<file path="src/rtl/pipe_rr_arb.sv">
// pipe_rr_arb: round-robin arbiter in front of one registered valid/ready stage.
// N requesters compete for the stage. A winner may keep it for a burst of up
// to MAX_BURST beats; the burst ends early when the winner flags last.
// Each output beat is tagged with the index of the requester it came from.
//
// Ports
//   clk_i        clock, all state on rising edge
//   rst_i        asynchronous active-high reset
//   req_data_i   N*WIDTH requester data, requester k at [k*WIDTH +: WIDTH]
//   req_vld_i    N requester valid
//   req_last_i   N requester last-beat-of-burst flag
//   req_rdy_o    N per-requester ready (one-hot or zero)
//   data_o       registered output data
//   data_id_o    registered source index of data_o
//   data_last_o  registered burst-end flag
//   data_vld_o   registered output valid
//   data_rdy_i   downstream ready

// Per-requester ready decode: requester IDX is ready when it is the
// selected source and the stage can take a beat.
module pipe_rr_arb_lane #(
  parameter int IDW = 1,
  parameter int IDX = 0
) (
  input  logic [IDW-1:0] sel,
  input  logic           go,
  output logic           rdy
);
  assign rdy = go & (sel == IDW'(IDX));
endmodule

module pipe_rr_arb #(
  parameter int WIDTH     = 32,
  parameter int N         = 4,
  parameter int MAX_BURST = 4
) (
  input  logic                 clk_i,
  input  logic                 rst_i,
  input  logic [N*WIDTH-1:0]   req_data_i,
  input  logic [N-1:0]         req_vld_i,
  input  logic [N-1:0]         req_last_i,
  output logic [N-1:0]         req_rdy_o,
  output logic [WIDTH-1:0]     data_o,
  output logic [((N>1)?$clog2(N):1)-1:0] data_id_o,
  output logic                 data_last_o,
  output logic                 data_vld_o,
  input  logic                 data_rdy_i
);
  localparam int IDW = (N > 1) ? $clog2(N) : 1;
  localparam int CW  = $clog2(MAX_BURST + 1);

  localparam logic [0:0] ST_IDLE = 1'b0;
  localparam logic [0:0] ST_LOCK = 1'b1;

  logic [0:0]               state;
  logic [IDW-1:0]           ptr, owner;
  logic [CW-1:0]            cnt;

  logic [N-1:0][WIDTH-1:0]  req_data;
  logic                     stg_rdy;
  logic [IDW-1:0]           gnt;
  logic                     found;
  logic [IDW-1:0]           sel;
  logic                     sel_vld;
  logic                     sel_last;
  logic                     go;
  logic [CW-1:0]            beat, beat_nxt;
  logic                     ends;
  logic [IDW-1:0]           ptr_nxt;

  assign req_data = req_data_i;

  // Stage accepts a new beat when empty or when the current one drains.
  assign stg_rdy = data_rdy_i | ~data_vld_o;

  // Rotating priority search starting at ptr.
  always_comb begin
    gnt   = '0;
    found = 1'b0;
    for (int i = 0; i < N; i++) begin
      int             j;
      logic [IDW-1:0] idx;
      j = int'(ptr) + i;
      if (j >= N) j = j - N;
      idx = j[IDW-1:0];
      if (!found && req_vld_i[idx]) begin
        found = 1'b1;
        gnt   = idx;
      end
    end
  end

  // While locked the owner is the only candidate, valid or not.
  assign sel      = (state == ST_LOCK) ? owner : gnt;
  assign sel_vld  = (state == ST_LOCK) ? req_vld_i[owner] : found;
  assign sel_last = req_last_i[sel];

  // go doubles as "transfer this cycle": the selected requester is valid
  // and its ready is driven high.
  assign go = ~rst_i & sel_vld & stg_rdy;

  // Beat index within the burst; first beat of a grant is index 0.
  assign beat     = (state == ST_LOCK) ? cnt : '0;
  assign beat_nxt = beat + 1'b1;
  assign ends     = sel_last | (beat_nxt == CW'(MAX_BURST));
  assign ptr_nxt  = (sel == IDW'(N - 1)) ? '0 : sel + 1'b1;

  for (genvar k = 0; k < N; k++) begin : g_lane
    pipe_rr_arb_lane #(.IDW(IDW), .IDX(k)) u_lane (
      .sel (sel),
      .go  (go),
      .rdy (req_rdy_o[k])
    );
  end

  always_ff @(posedge clk_i or posedge rst_i) begin
    if (rst_i) begin
      state       <= ST_IDLE;
      ptr         <= '0;
      owner       <= '0;
      cnt         <= '0;
      data_o      <= '0;
      data_id_o   <= '0;
      data_last_o <= 1'b0;
      data_vld_o  <= 1'b0;
    end else if (go) begin
      data_o      <= req_data[sel];
      data_id_o   <= sel;
      data_last_o <= ends;
      data_vld_o  <= 1'b1;
      if (ends) begin
        state <= ST_IDLE;
        ptr   <= ptr_nxt;
        cnt   <= '0;
      end else begin
        state <= ST_LOCK;
        owner <= sel;
        cnt   <= beat_nxt;
      end
    end else if (stg_rdy) begin
      // Drained with nothing new: emit a bubble, payload holds.
      data_vld_o <= 1'b0;
    end
  end
endmodule
</file>
<file path="config.mk">
export PLATFORM = sky130hd
export DESIGN_NAME = pipe_rr_arb
export DESIGN_NICKNAME = d
export VERILOG_FILES = /design/src/rtl/pipe_rr_arb.sv
export SDC_FILE = /design/constraint.sdc
export NUM_CORES = 1
export LEC_CHECK = 0
export CAP_MARGIN = 5
export CORE_ASPECT_RATIO = 1.1
export CORE_MARGIN = 3
export CORE_UTILIZATION = 40
export DETAILED_ROUTE_END_ITERATION = 10
export GPL_TIMING_DRIVEN = 0
export PLACE_DENSITY = 0.87
export REMOVE_ABC_BUFFERS = 1
export SYNTH_ARGS = -nofsm -noshare
export SYNTH_HDL_FRONTEND = slang
export SYNTH_SLANG_ARGS = --single-unit
</file>
<file path="constraint.sdc">
create_clock -name clk_i -period 4.7 [get_ports clk_i]
set_clock_uncertainty 0.15 [all_clocks]
set_input_delay 1.41 -clock clk_i [delete_from_list [all_inputs] [get_ports clk_i]]
set_output_delay 1.41 -clock clk_i [all_outputs]
set_load 0.03 [all_outputs]
</file>
# ---- Word level (Yosys, flattened, before mapping)
# Index checks and enable logic that the tools add are counted.
# Widths: inputs -> output; s select.
dict set report totals {
  ff_bits 44
  in_bits 139
  output_inout_bits 40
  word_cells 86
}
dict set report op_classes {
  n_addsub 9
  n_lt_le_gt_ge 10
  eq_ne 4
  mux 34
  n_bitwise 11
  reduce_logical 10
}
# cell count
set op_table {}
lappend op_table {{$bmux 32 s2} 1}
lappend op_table {{$mux 32} 1}
lappend op_table {{$mux 2} 10}
lappend op_table {{$lt 2x3->1 const B} 6}
lappend op_table {{$mux 1} 14}
lappend op_table {{$bmux 1 s2} 6}
lappend op_table {{$ge 3x3->1 const B} 3}
lappend op_table {{$sub 2x1->2 const B} 4}
lappend op_table {{$add 2x2->3 const B} 2}
lappend op_table {{$and 1x1->1} 6}
lappend op_table {{$mux 3} 2}
lappend op_table {{$eq 2x2->1 const B} 2}
lappend op_table {{$reduce_and 2->1} 2}
lappend op_table {{$add 2x1->3 const B} 1}
lappend op_table {{$add 3x1->3 const B} 1}
lappend op_table {{$eq 3x3->1 const B} 1}
lappend op_table {{$ge 2x3->1 const B} 1}
lappend op_table {{$logic_and 1x1->1} 3}
lappend op_table {{$logic_not 1->1} 3}
lappend op_table {{$not 1->1} 3}
lappend op_table {{$add 2x1->2 const B} 1}
lappend op_table {{$eq 2x1->1 const B} 1}
lappend op_table {{$logic_not 2->1} 1}
lappend op_table {{$or 1x1->1} 2}
lappend op_table {{$reduce_bool 2->1} 1}

# ---- Logic depth before layout (Yosys ltp)
# Gate-level depths: netlist of run 1.
dict set report logic_depth {
  depth_word 20
  depth_mapped 10
  ltp_nobuf 8
}

# ---- Hierarchy
# A second synthesis of run 1 with hierarchy kept.
dict set report hier_totals {
  cells_unflattened 269
  area_unflattened_um2 3109.2
}
# module n_inst cells_per_inst area_each_um2 seq_area_each_um2
set modules_own_cells {}
lappend modules_own_cells {pipe_rr_arb 1 265 3072.9 1101.1}
lappend modules_own_cells {{pipe_rr_arb_lane at g_lane[1].u_lane ...} 2 1 8.8 0.0}
lappend modules_own_cells {{pipe_rr_arb_lane at g_lane[0].u_lane} 1 1 12.5 0.0}
lappend modules_own_cells {{pipe_rr_arb_lane at g_lane[3].u_lane} 1 1 6.3 0.0}

# ---- Worst setup path after synthesis of run 1
# No wires, ideal clock.
dict set report synth_path {
  kind {in2out}
  startpoint {in req_vld_i[0]}
  endpoint {out req_rdy_o[0]}
  t_arrival_ns 3.004
  t_required_ns 3.140
  slack_ns 0.136
  stages 10
  path_buffers 4
  cell_sequence {buf_6 -> nor2b_1 -> a2111o_1 -> nand3_2 -> buf_4 -> buf_6 -> inv_1 -> ha_1 -> and2_1 -> buf_4}
}
dict set report synth_between {
  word_cells_on_any_way 30
}
# item line
set synth_lines {}
lappend synth_lines {{from (decl)} 40} ;# input logic [N-1:0] req_vld_i,
lappend synth_lines {{$bmux 1 s2} 86} ;# if (!found && req_vld_i[idx]) begin
lappend synth_lines {{$mux 1 (not written as such)} 86}
lappend synth_lines {{$mux 1} 86}
lappend synth_lines {{$logic_not 1->1} 86}
lappend synth_lines {{$logic_and 1x1->1} 86}
lappend synth_lines {{$mux 1} 86}
lappend synth_lines {{$logic_not 1->1} 86}
lappend synth_lines {{$logic_and 1x1->1} 86}
lappend synth_lines {{$mux 1} 86}
lappend synth_lines {{$logic_not 1->1} 86}
lappend synth_lines {{$logic_and 1x1->1} 86}
lappend synth_lines {{$mux 2 *} 86}
lappend synth_lines {{$mux 2 *} 94} ;# assign sel = (state == ST_LOCK) ? owner : gnt;
lappend synth_lines {{net g_lane[0].u_lane.sel[0]} 25} ;# input logic [IDW-1:0] sel,
lappend synth_lines {{$logic_not 2->1 *} 29} ;# assign rdy = go & (sel == IDW'(IDX));
lappend synth_lines {{$and 1x1->1 *} 29}
lappend synth_lines {{to (decl)} 42} ;# output logic [N-1:0] req_rdy_o,
# Mark *: on every way through the listed nets, which the timed path passes. The rest lies on a longest branch. The select of a mux whose other input is x is not followed.

# ---- Final worst setup path of run 1
dict set report layout_path {
  startpoint {in req_vld_i[1]}
  endpoint {out req_rdy_o[0]}
}
dict set report layout_between {
  elab_chain_cells 16
  word_cells_on_any_way 30
}
# item line
set layout_lines {}
lappend layout_lines {{$bmux 1 s2} 86}
lappend layout_lines {{$mux 1 (not written as such)} 86}
lappend layout_lines {{$mux 1} 86}
lappend layout_lines {{$logic_not 1->1} 86}
lappend layout_lines {{$logic_and 1x1->1} 86}
lappend layout_lines {{$mux 1} 86}
lappend layout_lines {{$logic_not 1->1} 86}
lappend layout_lines {{$logic_and 1x1->1} 86}
lappend layout_lines {{$mux 1} 86}
lappend layout_lines {{$logic_not 1->1} 86}
lappend layout_lines {{$logic_and 1x1->1} 86}
lappend layout_lines {{$mux 1} 86}
lappend layout_lines {{$mux 1} 95} ;# assign sel_vld = (state == ST_LOCK) ? req_vld_i[owner] : found;
lappend layout_lines {{$and 1x1->1 (2 in a row)} 100} ;# assign go = ~rst_i & sel_vld & stg_rdy;
lappend layout_lines {{$and 1x1->1 *} 29}
# Every way passes the cells marked *; elsewhere a longest branch is shown, timed or not. The select of a mux whose other input is x is not followed.

==> results of run 1 <==
layer usage:
metal | track usage | routed length, um
met5 | 0 | 0
met4 | 0.07086 | 245
met3 | 0.05247 | 664
met2 | 0.4345 | 5614
met1 | 0.2504 | 3803
worst min-delay path, cell delays in order, from the launching register on:
cell and delay, ns:
dfrtp_1 0.35, nand2_1 0.05, nand2_1 0.05
cells by family after synthesis:
| kind of cell | Yosys count | share of synthesized area |
|---|---|---|
| simple gates | 113 | 0.1580 |
| compound gates | 99 | 0.1858 |
| mux | 69 | 0.2317 |
| flops | 44 | 0.3399 |
| buf+inv | 36 | 0.06141 |
| fa+ha+maj | 6 | 0.02317 |
layout make-up:
class | instances | share of cell area
Inverter | 6 | 0.004230
Timing Repair Buffer | 192 | 0.3746
Sequential cell | 44 | 0.2068
Clock buffer | 8 | 0.01692
Tap cell | 105 | 0.02468
Multi-Input combinational cell | 289 | 0.3727
placed cells by master (no fill, tap or decap), types with 3 or more instances in the layout:
cell | netlist | layout
nor2b_1 | 6 | 6
buf_2 | 12 | 5
nand3_1 | 4 | 4
dfrtp_1 | 44 | 44
nand2b_1 | 4 | 3
buf_12 | 0 | 3
mux2_2 | 32 | 32
a21oi_1 | 5 | 5
o21ai_0 | 41 | 41
inv_1 | 6 | 5
mux2i_1 | 33 | 33
and2_1 | 6 | 6
clkbuf_8 | 0 | 6
bufbuf_16 | 0 | 3
nor2_1 | 8 | 8
o21ai_1 | 28 | 28
nand2_1 | 76 | 76
ha_1 | 6 | 6
buf_4 | 5 | 6
clkdlybuf4s50_1 | 0 | 170
path summary, 6_finish.rpt:
check / from / endpoint / slack, ns / cells past startpoint
max in group asynchronous: rst_i / data_o[19]$_DFFE_PP0P_ / 2.56 / 3
setup / recovery: req_vld_i[1] / req_rdy_o[0] / 0.07 / 9
setup reg to reg: state$_DFFE_PP0P_ / owner[1]$_DFFE_PP0P_ / 1.78 / 9
hold reg to reg: cnt[0]$_DFFE_PP0P_ / cnt[0]$_DFFE_PP0P_ / 0.32 / 2
hold / removal: cnt[0]$_DFFE_PP0P_ / cnt[0]$_DFFE_PP0P_ / 0.32 / 2
min in group asynchronous: rst_i / data_vld_o$_DFFE_PP0P_ / 1.36 / 2
power by group through the flow:
stage	Combinational [mW]	Clock, mW	Sequential (mW)
floorplan	1.05	0	0.972
global placement	2.00	0	0.678
detailed placement	2.05	0	0.693
CTS	2.29	0.245	0.689
global route	2.48	0.259	0.717
finish	2.28	0.235	0.693
what timing repair did:
item                                    in CTS  in global routing
cloned                                       5                  0
resized for setup                           34                  6
buffers inserted                             6                  1
pin swaps                                    3                  1
hold buffers                                 0                  0
endpoints found under the setup margin       4                  4
flip-flops by register name, indices dropped and copies added, names as in the netlist:
register     flops
cnt              3
data_vld_o       1
data_last_o      1
data_o          32
owner            2
data_id_o        2
ptr              2
state            1
stage by stage:
stage	area (sq um)	instances
floorplan	3063	337
global route	5324	644
CTS	5326	643
global placement	4976	620
finish	5324	644
detailed placement	5075	624
==> impl_metrics.ini, run 1 <==
[pwr]
pwr-share-clk = 0.073
p_per_area_nw_per_um2 = 603.0
vdd_drop_max_mv = 0.3150
combPwrFrac = 0.711
power.internal_mw = 1.783
seqPwrFrac = 0.216
power.switching_mw = 1.427
swShare = 0.4446
leakagePower_nw = 2.271
p_total_mw = 3.210

[critical_path]
worstSetupPathType = in2out
cp-end-kind = output pin
critPathSlowestCell = a2111o_1
worstPathArrival_ns = 3.07
worstPathRequired_ns = 3.14
cp_num_buf_inv = 4
cp-start-kind = input port
crit_fanout = 13
crit_family = buffers and inverters
slowest_delay_ns = 0.45
crit_chain = clkdlybuf4s18_2, nor2b_1, a2111o_1, nand3_4, buf_16, inv_1, ha_1, and2_1, buf_2

[logic_synthesis]
yosysWarnings = 0
yosysUniqueCellTypes = 47
synthFlopType = dfrtp_1
synth_cells = 367
yosys_register_bits = 44
synth-edff-count = 0
async_flop_share = 1.000
synth_most_common_cell = nand2_1
avgSynthCellArea_sq_um = 8.827
netlist_area_sq_um = 3239
yosysTopAreaCell = dfrtp_1
yosys-top-cells-area = dfrtp_1 34%, mux2_2 11%, mux2i_1 10%, nand2_1 8.8%, o21ai_0 6.3%
netlist.area_leader.share = 0.3399
synth_common_cells = 76 x nand2_1, 44 x dfrtp_1, 41 x o21ai_0
ys_seq_area_frac = 0.3399

[timing]
whs_ns = 0.3239
fmax_mhz = 216.1
finalHoldViolCount = 0
setup_tns_ns = 0
finalCritPeriodShare = 0.9848
slew_headroom = 0.5257
setup_viol = 0
period_minus_slack_ns = 4.628
slew_violations = 0
worst_pin_slew_ns = 0.7114
fin_ws_ns = 0.07165

[global_routing]
antenna_found_initial = 0
grt_max_degree = 41
grt_pass1_vias = 3485
grt_pass1_wl_um = 16700
grt.overflow.total = 0
grt_usage = 0.2283

[final_layout]
final_core_util = 0.6932
fin_nets = 683
area_growth_pct = 64.35
fillers = 593
regArea_sq_um = 1101
multi_input_area_sq_um = 1984
num_antenna_cells = 0
drive_above_1_share = 0.1447

[clocking]
cts_buffer_depth = 2
cts_root_buffer = clkbuf_8
cts_buffers = 5
clkLatencyLatePin_ns = 0.28
path_clk_slew_ns = 0.07
cts_max_level = 2
cts.sinks = 44
cts_tree = built

[die]
die_h_um = 100.4
ios = 179
num_rows = 33
core_area_sq_um = 7680
dieArea_sq_um = 9216
initial_core_util = 0.4218
die_w_um = 91.81

[run_status]
status = finished clean

[detailed_routing]
vias_per_cell = 5.189
drtAntennaViolNets = 0
dr.pass1.iters = 4
wl_per_cell_um = 16.04
vias = 3342
drt-total-wl_um = 10330
drc = 0
drt_iter0_drc = 125

[placement]
gp_congestion = 1.013
io_buffer_count = 178
pre_cts_ws_ns = -1.215
dp_hpwl_um = 7467

[flow_run]
drv_cap = 0

[hold_path]
hold_path_class = reg2reg
Power figures use the tool's default switching activity.
==> run 2: changes to the inputs <==
--- a/config.mk
+++ b/config.mk
@@ -8,11 +8,11 @@
 export CAP_MARGIN = 5
 export CORE_ASPECT_RATIO = 1.1
 export CORE_MARGIN = 3
-export CORE_UTILIZATION = 40
+export CORE_UTILIZATION = 25
 export DETAILED_ROUTE_END_ITERATION = 10
 export GPL_TIMING_DRIVEN = 0
-export PLACE_DENSITY = 0.87
-export REMOVE_ABC_BUFFERS = 1
+export PLACE_DENSITY = 0.6
+export SKIP_CTS_REPAIR_TIMING = 1
 export SYNTH_ARGS = -nofsm -noshare
 export SYNTH_HDL_FRONTEND = slang
 export SYNTH_SLANG_ARGS = --single-unit
==> impl_metrics.ini, run 2 (synthesis results as in run 1) <==
[final_layout]
layout_commonest_cell = clkdlybuf4s50_1
fin_nets = 709
largest-register = data_o
final_cell_mix = 170 x clkdlybuf4s50_1, 76 x nand2_1, 44 x dfrtp_1, 41 x o21ai_0, 33 x mux2i_1
fin_area_sq_um = 5532
fillers = 1201
drive_above_1_share = 0.1770
top_regs = data_o (32), cnt (3)
num_antenna_cells = 0
largest_reg_flops = 32
area_growth_pct = 70.76

[critical_path]
cp-start-kind = input port
worstSetupPathType = in2out
crit_fanout = 7
worstReg2RegStart = state$_DFFE_PP0P_
r2r_setup_slack_ns = 2.04
rr_endpoint = data_o[0]$_DFFE_PP0P_
worstPathRequired_ns = 3.14
worstPathArrival_ns = 3.05
cp-end-kind = output pin
r2r_cells = 8

[clocking]
cts_max_level = 2
cts_buffer_depth = 2
clkLatencyLatePin_ns = 0.28
cts.sinks = 44
cts_root_buffer = clkbuf_16
cts_tree = built
cts_buffers = 5
path_clk_slew_ns = 0.06

[run_status]
status = finished clean

[global_routing]
grt_pass1_vias = 3495
grt.overflow.total = 0
grt_max_degree = 24
antenna_found_initial = 0
grt_pass1_wl_um = 18600
grt_usage = 0.1631

[detailed_routing]
drt_iter0_drc = 129
wl_per_cell_um = 16.50
drt-total-wl_um = 11870
drtAntennaViolNets = 0
dr.pass1.iters = 5
vias = 3363
vias_per_cell = 4.677
drc = 0

[die]
core_area_sq_um = 12350
dieArea_sq_um = 14360
die_w_um = 114.5
initial_core_util = 0.2623
die_h_um = 125.4
num_rows = 42
ios = 179

[hold_path]
min_from = cnt[0]$_DFFE_PP0P_
holdPathEnd = cnt[0]$_DFFE_PP0P_
min_path_cells = 2
hold_path_class = reg2reg

[timing]
finalHoldViolCount = 0
period_minus_slack_ns = 4.609
setup_viol = 0
fin_ws_ns = 0.09120
slew_headroom = 0.6454
setup_tns_ns = 0
rsz0062_at_grt = false
fmax_mhz = 217.0
whs_ns = 0.3163
slew_violations = 0
worst_pin_slew_ns = 0.5311
finalCritPeriodShare = 0.9806

[placement]
pre_cts_ws_ns = -1.470
dp_hpwl_um = 9535
placed_area_sq_um = 5231
io_buffer_count = 177
gp_congestion = 0.8403

[pwr]
p_per_area_nw_per_um2 = 610.9
leakagePower_nw = 2.359
p_total_mw = 3.379
vdd_drop_max_mv = 0.2785

[flow_run]
drv_cap = 0

[logic_synthesis]
syn_nets = 512
## run 2: changes by cell type in the layout (fill, tap and decap cells not counted), sizes merged
cell           delta
o21a              -1
clkdlybuf4s15     -1
clkdlybuf4s18     -1
clkbuf            +8
clkinv            +2
nand3             -1
dlymetal6s2s      +1
buf              +22
bufbuf            -3
## run 2: layout make-up
class	count	area (sq um)	share of cell area
multi-input cells	287	1966	0.3554
clock buffers	6	138.9	0.02511
plain buffers	29	198.9	0.03596
flip-flops and latches	44	1101	0.1991
clock inverters	2	10.01	0.001810
inverters	6	22.52	0.004071
repair buffers	191	1902	0.3438
well taps	154	192.7	0.03483
## run 2: routing by layer
layer / global-route usage / routed length, um / up-vias
li1: - / - / 1676
met1: 0.1933 / 4636 / 1554
met2: 0.2946 / 6346 / 126
met3: 0.03915 / 785 / 7
met4: 0.03564 / 99 / 0
met5: 0 / 0 / -
## run 2: how the worst max path moves through the flow
stage                      start      endpoint  slack (ns)  cells after the start
finish              req_vld_i[2]  req_rdy_o[2]        0.09                     10
global route        req_vld_i[0]  req_rdy_o[3]        0.01                     12
CTS                 req_vld_i[0]  req_rdy_o[0]       -1.48                     12
detailed placement  req_vld_i[0]  req_rdy_o[1]       -1.47                     12
global placement    req_vld_i[0]  req_rdy_o[0]       -1.43                     12
floorplan           req_vld_i[0]  req_rdy_o[0]        0.14                     10
## run 2: through the flow
stage	util	std cells
floorplan	-	367
global placement	0.4214	698
detailed placement	0.4236	699
CTS	0.4357	707
global route	0.4479	719
finish	0.4479	719
## run 2: worst max-delay path, stage by stage
cell and delay, ns:
dlymetal6s2s_1 0.19, nor2b_1 0.16, a2111o_1 0.36, nand3_4 0.16, buf_12 0.13, inv_1 0.06, ha_1 0.16, and2_1 0.13
buf_4 0.12, buf_2 0.17
## run 2: report_power, final
part,internal (mW),switching [mW],total (mW)
clock network,0.210,0.144,0.353
registers,0.560,0.116,0.676
logic,1.10,1.25,2.35
total,1.86,1.51,3.38
